[src/rtl/control_unit.sv]
// control_unit: RV32I+F instruction decode with a single registered output bank.
// Decodes opcode/funct3/funct7/rs2 into datapath, memory and FPU controls;
// anything not recognised decodes as an all-zero NOP with regEnable low.
// Build option: define T07_FPU_EN to decode the single-precision FP opcodes.
// Without it every FP opcode is illegal and the FPU outputs are tied to 0.
module control_unit (
    input  logic       clk,
    input  logic       nRst,
    input  logic [6:0] Op,
    input  logic [2:0] funct3,
    input  logic [6:0] funct7,
    input  logic [4:0] rs2,
    output logic [3:0] ALUOp,
    output logic       ALUSrc,
    output logic       regWrite,
    output logic       branch,
    output logic       jump,
    output logic       memWrite,
    output logic       memRead,
    output logic [3:0] memOp,
    output logic [2:0] regWriteSrc,
    output logic       regEnable,
    output logic [4:0] FPUOp,
    output logic [2:0] FPURnd,
    output logic [1:0] FPUWrite,
    output logic       FPUSrc,
    output logic [4:0] rs3
);
    localparam logic [6:0] OP_LUI    = 7'b0110111;
    localparam logic [6:0] OP_AUIPC  = 7'b0010111;
    localparam logic [6:0] OP_JAL    = 7'b1101111;
    localparam logic [6:0] OP_JALR   = 7'b1100111;
    localparam logic [6:0] OP_BRANCH = 7'b1100011;
    localparam logic [6:0] OP_LOAD   = 7'b0000011;
    localparam logic [6:0] OP_STORE  = 7'b0100011;
    localparam logic [6:0] OP_IMM    = 7'b0010011;
    localparam logic [6:0] OP_OP     = 7'b0110011;

    localparam logic [2:0] WB_ALU   = 3'd0;
    localparam logic [2:0] WB_MEM   = 3'd1;
    localparam logic [2:0] WB_PC4   = 3'd2;
    localparam logic [2:0] WB_IMM   = 3'd3;
    localparam logic [2:0] WB_PCIMM = 3'd4;

    typedef struct packed {
        logic [3:0] aluop;
        logic       alusrc;
        logic       regwrite;
        logic       branch;
        logic       jump;
        logic       memwrite;
        logic       memread;
        logic [3:0] memop;
        logic [2:0] regwritesrc;
        logic       regenable;
        logic [4:0] fpuop;
        logic [2:0] fpurnd;
        logic [1:0] fpuwrite;
        logic       fpusrc;
        logic [4:0] rs3;
    } ctrl_t;

    ctrl_t dec_p0;
    ctrl_t ctrl_p1;

    // Shift-immediates constrain funct7; sub/sra are the only funct7=0100000 R-types.
    logic imm_ok;
    logic op_ok;
    assign imm_ok = (funct3 == 3'b001) ? (funct7 == 7'b0000000) :
                    (funct3 == 3'b101) ? (funct7 == 7'b0000000 || funct7 == 7'b0100000) : 1'b1;
    assign op_ok  = (funct7 == 7'b0000000) ||
                    (funct7 == 7'b0100000 && (funct3 == 3'b000 || funct3 == 3'b101));

`ifdef T07_FPU_EN
    localparam logic [6:0] OP_FLW    = 7'b0000111;
    localparam logic [6:0] OP_FSW    = 7'b0100111;
    localparam logic [6:0] OP_FMADD  = 7'b1000011;
    localparam logic [6:0] OP_FMSUB  = 7'b1000111;
    localparam logic [6:0] OP_FNMSUB = 7'b1001011;
    localparam logic [6:0] OP_FNMADD = 7'b1001111;
    localparam logic [6:0] OP_FP     = 7'b1010011;
    localparam logic [2:0] WB_FPU    = 3'd5;

    // Rounding-mode field: 101 and 110 are reserved encodings.
    function automatic logic rm_ok(input logic [2:0] rm);
        return (rm != 3'b101) && (rm != 3'b110);
    endfunction

    // Operations whose funct3 carries a rounding mode.
    function automatic logic uses_rm(input logic [4:0] fop);
        return fop inside {5'd1, 5'd2, 5'd3, 5'd4, 5'd5, 5'd11, 5'd12, 5'd18, 5'd19};
    endfunction

    // Operations whose result lands in the integer register file.
    function automatic logic int_dest(input logic [4:0] fop);
        return fop inside {5'd11, 5'd12, 5'd13, 5'd14, 5'd15, 5'd16, 5'd17};
    endfunction

    // OP-FP sub-decode; 0 means the encoding is not recognised.
    function automatic logic [4:0] opfp_op(input logic [6:0] f7, input logic [2:0] f3,
                                           input logic [4:0] r2);
        logic [4:0] fop;
        fop = 5'd0;
        case (f7)
            7'b0000000: fop = 5'd1;
            7'b0000100: fop = 5'd2;
            7'b0001000: fop = 5'd3;
            7'b0001100: fop = 5'd4;
            7'b0101100: if (r2 == 5'd0) fop = 5'd5;
            7'b0010000: if (f3 <= 3'd2) fop = 5'd6 + {2'b00, f3};
            7'b0010100: if (f3 <= 3'd1) fop = 5'd9 + {2'b00, f3};
            7'b1100000: if (r2 <= 5'd1) fop = 5'd11 + r2;
            7'b1110000: begin
                if (r2 == 5'd0 && f3 == 3'd0) fop = 5'd13;
                else if (r2 == 5'd0 && f3 == 3'd1) fop = 5'd17;
            end
            7'b1010000: if (f3 <= 3'd2) fop = 5'd16 - {2'b00, f3};
            7'b1101000: if (r2 <= 5'd1) fop = 5'd18 + r2;
            7'b1111000: if (r2 == 5'd0 && f3 == 3'd0) fop = 5'd20;
            default:    fop = 5'd0;
        endcase
        if (uses_rm(fop) && !rm_ok(f3)) fop = 5'd0;
        return fop;
    endfunction

    logic [4:0] fp_fop;
    logic [4:0] fused_fop;
    assign fp_fop    = opfp_op(funct7, funct3, rs2);
    assign fused_fop = 5'd21 + {3'b000, Op[3:2]};
`endif

    // Stage p0: combinational decode of the current instruction fields.
    always_comb begin
        dec_p0 = '0;
        case (Op)
            OP_LUI: begin
                dec_p0.regenable   = 1'b1;
                dec_p0.regwrite    = 1'b1;
                dec_p0.alusrc      = 1'b1;
                dec_p0.regwritesrc = WB_IMM;
            end
            OP_AUIPC: begin
                dec_p0.regenable   = 1'b1;
                dec_p0.regwrite    = 1'b1;
                dec_p0.alusrc      = 1'b1;
                dec_p0.regwritesrc = WB_PCIMM;
            end
            OP_JAL: begin
                dec_p0.regenable   = 1'b1;
                dec_p0.regwrite    = 1'b1;
                dec_p0.jump        = 1'b1;
                dec_p0.regwritesrc = WB_PC4;
            end
            OP_JALR: if (funct3 == 3'b000) begin
                dec_p0.regenable   = 1'b1;
                dec_p0.regwrite    = 1'b1;
                dec_p0.jump        = 1'b1;
                dec_p0.alusrc      = 1'b1;
                dec_p0.regwritesrc = WB_PC4;
            end
            OP_BRANCH: if (funct3[2:1] != 2'b01) begin
                dec_p0.regenable = 1'b1;
                dec_p0.branch    = 1'b1;
                case (funct3[2:1])
                    2'b00:   dec_p0.aluop = 4'b1000;
                    2'b10:   dec_p0.aluop = 4'b0010;
                    default: dec_p0.aluop = 4'b0011;
                endcase
            end
            OP_LOAD: if (funct3 != 3'b011 && funct3[2:1] != 2'b11) begin
                dec_p0.regenable   = 1'b1;
                dec_p0.regwrite    = 1'b1;
                dec_p0.memread     = 1'b1;
                dec_p0.alusrc      = 1'b1;
                dec_p0.memop       = {1'b1, funct3};
                dec_p0.regwritesrc = WB_MEM;
            end
            OP_STORE: if (!funct3[2] && funct3[1:0] != 2'b11) begin
                dec_p0.regenable = 1'b1;
                dec_p0.memwrite  = 1'b1;
                dec_p0.alusrc    = 1'b1;
                dec_p0.memop     = {1'b1, funct3};
            end
            OP_IMM: if (imm_ok) begin
                dec_p0.regenable   = 1'b1;
                dec_p0.regwrite    = 1'b1;
                dec_p0.alusrc      = 1'b1;
                dec_p0.aluop       = {(funct3 == 3'b101) ? funct7[5] : 1'b0, funct3};
                dec_p0.regwritesrc = WB_ALU;
            end
            OP_OP: if (op_ok) begin
                dec_p0.regenable   = 1'b1;
                dec_p0.regwrite    = 1'b1;
                dec_p0.aluop       = {funct7[5], funct3};
                dec_p0.regwritesrc = WB_ALU;
            end
`ifdef T07_FPU_EN
            OP_FLW: if (funct3 == 3'b010) begin
                dec_p0.regenable   = 1'b1;
                dec_p0.memread     = 1'b1;
                dec_p0.alusrc      = 1'b1;
                dec_p0.memop       = 4'b1010;
                dec_p0.regwritesrc = WB_MEM;
                dec_p0.fpuwrite    = 2'b01;
            end
            OP_FSW: if (funct3 == 3'b010) begin
                dec_p0.regenable = 1'b1;
                dec_p0.memwrite  = 1'b1;
                dec_p0.alusrc    = 1'b1;
                dec_p0.memop     = 4'b1010;
            end
            OP_FMADD, OP_FMSUB, OP_FNMSUB, OP_FNMADD:
                if (funct7[1:0] == 2'b00 && rm_ok(funct3)) begin
                    dec_p0.regenable = 1'b1;
                    dec_p0.fpuop     = fused_fop;
                    dec_p0.fpuwrite  = 2'b01;
                    dec_p0.fpurnd    = funct3;
                    dec_p0.rs3       = funct7[6:2];
                end
            OP_FP: if (fp_fop != 5'd0) begin
                dec_p0.regenable = 1'b1;
                dec_p0.fpuop     = fp_fop;
                dec_p0.fpusrc    = fp_fop inside {5'd18, 5'd19, 5'd20};
                if (uses_rm(fp_fop)) dec_p0.fpurnd = funct3;
                if (int_dest(fp_fop)) begin
                    dec_p0.fpuwrite    = 2'b10;
                    dec_p0.regwrite    = 1'b1;
                    dec_p0.regwritesrc = WB_FPU;
                end else begin
                    dec_p0.fpuwrite = 2'b01;
                end
            end
`endif
            default: dec_p0 = '0;
        endcase
    end

    // Stage p1: register the whole decode once; reset clears every output.
    always_ff @(posedge clk or negedge nRst) begin
        if (!nRst) ctrl_p1 <= '0;
        else       ctrl_p1 <= dec_p0;
    end

    assign ALUOp       = ctrl_p1.aluop;
    assign ALUSrc      = ctrl_p1.alusrc;
    assign regWrite    = ctrl_p1.regwrite;
    assign branch      = ctrl_p1.branch;
    assign jump        = ctrl_p1.jump;
    assign memWrite    = ctrl_p1.memwrite;
    assign memRead     = ctrl_p1.memread;
    assign memOp       = ctrl_p1.memop;
    assign regWriteSrc = ctrl_p1.regwritesrc;
    assign regEnable   = ctrl_p1.regenable;
`ifdef T07_FPU_EN
    assign FPUOp    = ctrl_p1.fpuop;
    assign FPURnd   = ctrl_p1.fpurnd;
    assign FPUWrite = ctrl_p1.fpuwrite;
    assign FPUSrc   = ctrl_p1.fpusrc;
    assign rs3      = ctrl_p1.rs3;
`else
    // Integer-only build: FPU controls are constants; rs2 and the FP register fields have no use.
    logic unused_fp;
    assign unused_fp = ^{rs2, ctrl_p1.fpuop, ctrl_p1.fpurnd, ctrl_p1.fpuwrite,
                         ctrl_p1.fpusrc, ctrl_p1.rs3};
    assign FPUOp    = 5'd0;
    assign FPURnd   = 3'd0;
    assign FPUWrite = 2'd0;
    assign FPUSrc   = 1'b0;
    assign rs3      = 5'd0;
`endif
endmodule

[config.mk]
export PLATFORM = sky130hd
export DESIGN_NAME = control_unit
export DESIGN_NICKNAME = d
export VERILOG_FILES = /design/src/rtl/control_unit.sv
export SDC_FILE = /design/constraint.sdc
export NUM_CORES = 1
export LEC_CHECK = 0
export ABC_AREA = 1
export ABC_CLOCK_PERIOD_IN_PS = 800
export BUFFER_PORTS_ARGS = -buffer_cell sky130_fd_sc_hd__buf_2
export CAP_MARGIN = 20
export CELL_PAD_IN_SITES_DETAIL_PLACEMENT = 1
export CELL_PAD_IN_SITES_GLOBAL_PLACEMENT = 2
export CORE_MARGIN = 2
export CORE_UTILIZATION = 22
export CTS_CLUSTER_DIAMETER = 60
export DETAILED_ROUTE_END_ITERATION = 10
export PLACE_DENSITY_LB_ADDON = 0.25
export SYNTH_ARGS = -nofsm -noshare
export SYNTH_HDL_FRONTEND = slang
export SYNTH_SLANG_ARGS = --single-unit
export TNS_END_PERCENT = 20
[constraint.sdc]
create_clock -name clk -period 0.8 [get_ports clk]
set_clock_uncertainty 0.05 [all_clocks]
set_input_delay 0.04 -clock clk [delete_from_list [all_inputs] [get_ports clk]]
set_output_delay 0.04 -clock clk [all_outputs]
set_load 0.05 [all_outputs]
==> flow_summary.json <==
{
  "power_density_mw_per_mm2": 1250,
  "grt_most_used_layer": "met2",
  "critical_path.top_delay_family": "flip-flops",
  "cell_internal_power_uw": 1510,
  "violated_checks": "setup timing",
  "synth_largest_type_area_fraction_pct": 44.9,
  "setup-tns-final_ps": -1090,
  "worst_setup_path_start_kind": "flip-flop",
  "via_per_inst": 4.20,
  "grt_setup_unrepaired": "yes",
  "pwr-share-seq_pct": 43.3,
  "timing.critical_path.to_type": "primary output",
  "drcViolationCount": 0,
  "yosysSeqAreaShare_pct": 44.9,
  "cp.arrival_ps": 780,
  "place.detailed.hpwl_um": 2450,
  "number_of_global_route_vias_before_repair": 1085,
  "cts_buffers": 3,
  "dr_total_vias": 1029,
  "synthTopCellsByArea": "sky130_fd_sc_hd__dfrtp_1 45%, sky130_fd_sc_hd__buf_4 12%, sky130_fd_sc_hd__nand2_1 12%",
  "worstHoldPathType": "input pin to flip-flop",
  "critical_path.endpoint": "ALUOp[0]",
  "syn-instance-count": 128,
  "async_flop_share_pct": 100,
  "synthTopCellsByCount": "31 x sky130_fd_sc_hd__nand2_1, 18 x sky130_fd_sc_hd__dfrtp_1, 16 x sky130_fd_sc_hd__buf_4",
  "use_met2_pct": 22.6,
  "ys_types": 21,
  "critical_path.slowest_cell": "sky130_fd_sc_hd__dfrtp_1",
  "floorplan.io_pins": 58,
  "period_utilisation_layout_pct": 109,
  "antenna_violating_nets_post_route": 0,
  "detailedRoute.firstPassIterationCount": 2,
  "gpl.final_weighted_congestion": 0.807,
  "grt_pass1_wl_um": 4640,
  "outcome": "finished with violations",
  "fin_nets": 218,
  "netlist.top_cell.by_area": "sky130_fd_sc_hd__dfrtp_1",
  "io_buffers": 36,
  "clock_tree.root_cell": "sky130_fd_sc_hd__clkbuf_8",
  "synthesis.area_per_instance_um2": 7.83,
  "grt_overflow_total": 0,
  "placement.setup.worst_slack_ps": -351,
  "initial_utilization_pct": 22.9,
  "floorplan.rows": 24,
  "drt-total-wl_um": 2860,
  "pnr_worst_setup_slack_ps": -69.8,
  "floorplan.die.width_um": 71.5,
  "die_height_um": 71.5,
  "drt_iter0_drc": 12,
  "total_standard_cell_area_after_synthesis_mm2": 0.00100,
  "count_of_antenna_diodes_in_the_layout": 0,
  "cts.clk_slew.worst_paths_ps": 60,
  "cts_max_level": 1,
  "max_cap_violations": 0,
  "finalSetupViolations": 19,
  "grt_antenna_before_repair": 0,
  "max_freq_mhz": 1150,
  "route.detailed.wl_per_inst_um": 11.7,
  "clock_tree.buffer_depth": 2,
  "grt_use_total_pct": 11.4,
  "shortest_period_the_worst_path_allows_ps": 870,
  "maximum_number_of_pins_on_one_net_before_global_route_repair": 19,
  "whs_ps": 28.4,
  "grt_use_met3_pct": 1.27,
  "area_of_the_die_mm2": 0.00511,
  "ys_dominant_reg_cell": "sky130_fd_sc_hd__dfrtp_1",
  "path_depth": 1,
  "fraction_of_final_layout_cells_with_drive_strength_greater_than_1_pct": 56.5,
  "flow.area_growth_from_synthesis_pct": 70.3,
  "final_hold_viol_count": 0,
  "synth-edff-count": 0,
  "power.share.clock_pct": 33.1,
  "post-synth-top-count-cell": "sky130_fd_sc_hd__nand2_1",
  "cp.buffers_inverters": 1,
  "grt_util_met1_pct": 11.9,
  "timing.setup.critical_path_class": "flip-flop to primary output",
  "yosys_warnings": 0,
  "max-vdd-ir-drop_uv": 405,
  "crit_chain": "buf_6",
  "tritoncts_num_sinks": 18,
  "cp_slowest_stage_delay_ps": 380,
  "highest_net_fanout_along_the_worst_path": 1,
  "final_max_slew_viol_count": 0,
  "power_switching_share_pct": 29.1,
  "placeableCoreArea_mm2": 0.00438,
  "net-switching-power_uw": 617,
  "cellLeakagePower_uw": 0.000966,
  "crit_start": "ALUOp[0]",
  "combinationalPowerShare_pct": 23.6,
  "clock_tree_from_tritoncts": "yes",
  "cp.required_ps": 710,
  "ys_seq_elements": 18
}
## layer usage
| layer | share of wire, % | up-vias | wire length [um] |
|---|---|---|---|
| met5 | 0 | - | 0 |
| met4 | 1.5 | 0 | 43 |
| met3 | 5.9 | 4 | 170 |
| met2 | 58 | 36 | 1660 |
| met1 | 35 | 495 | 993 |
| li1 | - | 494 | - |
## placed cells by master (no fill, tap or decap), drive strengths merged
master,n
buf,62
nand2,35
dfrtp,18
conb,16
nor2,16
inv,15
nand3,13
clkbuf,4
a21oi,4
nor3,3
o21ai,2
nand3b,1
nand4,1
nor4,1
nor2b,1
dlygate4sd3,1
## registers in the layout (all words and copies together) (netlist names)
name / cells
memRead: 1
branch: 1
memOp: 4
jump: 1
regWrite: 1
regWriteSrc: 3
regEnable: 1
ALUSrc: 1
ALUOp: 4
memWrite: 1
## how the worst min path moves through the flow
stage                     start             end  slack (ps)  cells after the start
after floorplan            nRst        ALUOp[0]        -310                      0
after global placement     nRst  regWriteSrc[2]         -70                      1
after detailed placement   nRst  regWriteSrc[1]         -70                      1
after CTS                 Op[3]  regWriteSrc[2]          20                      3
after global routing      Op[3]  regWriteSrc[2]          30                      3
final                     Op[3]  regWriteSrc[2]          30                      3
## power groups by stage
| stage | registers [uW] | logic [uW] | clock network (uW) |
|---|---|---|---|
| final | 921 | 501 | 702 |
| after global routing | 921 | 537 | 770 |
| after floorplan | 963 | 298 | 0 |
| after detailed placement | 936 | 428 | 0 |
| after global placement | 935 | 420 | 0 |
| after CTS | 921 | 457 | 724 |
## logic make-up (layout without fill, tap and decap cells)
group	Yosys count	in the layout	share of synthesized area [%]
flip-flops	18	18	44.9
other	1	16	0.374
buffers and inverters	32	82	18.1
AO/OA/AOI/OAI	6	6	3.00
AND/OR/NAND/NOR	71	71	33.6
## final cells by class
type,count,area (um^2)
clock buffer,4,55.1
fill,540,2680
inverter,15,58.8
multi-input combinational,93,546
sequential,18,450
tap,52,65.1
timing repair buffer,63,532
## stage by stage
step                      instances  total power, uW  cell area [um^2]  utilization (%)
after detailed placement        236             1360              1340             30.7
after CTS                       242             2100              1560             35.5
final                           245             2120              1710             38.9
after global placement          236             1360              1340             30.7
after global routing            245             2230              1710             38.9
after floorplan                 143             1260              1070                -
## repair_timing
item	4_1_cts	5_1_grt
resized for setup	47	39
pin swaps	6	14
endpoints found under the hold margin	18	0
gates cloned	0	0
setup buffers	1	3
endpoints found under the setup margin	28	34
hold buffers	1	0
Power figures use the tool's default switching activity.
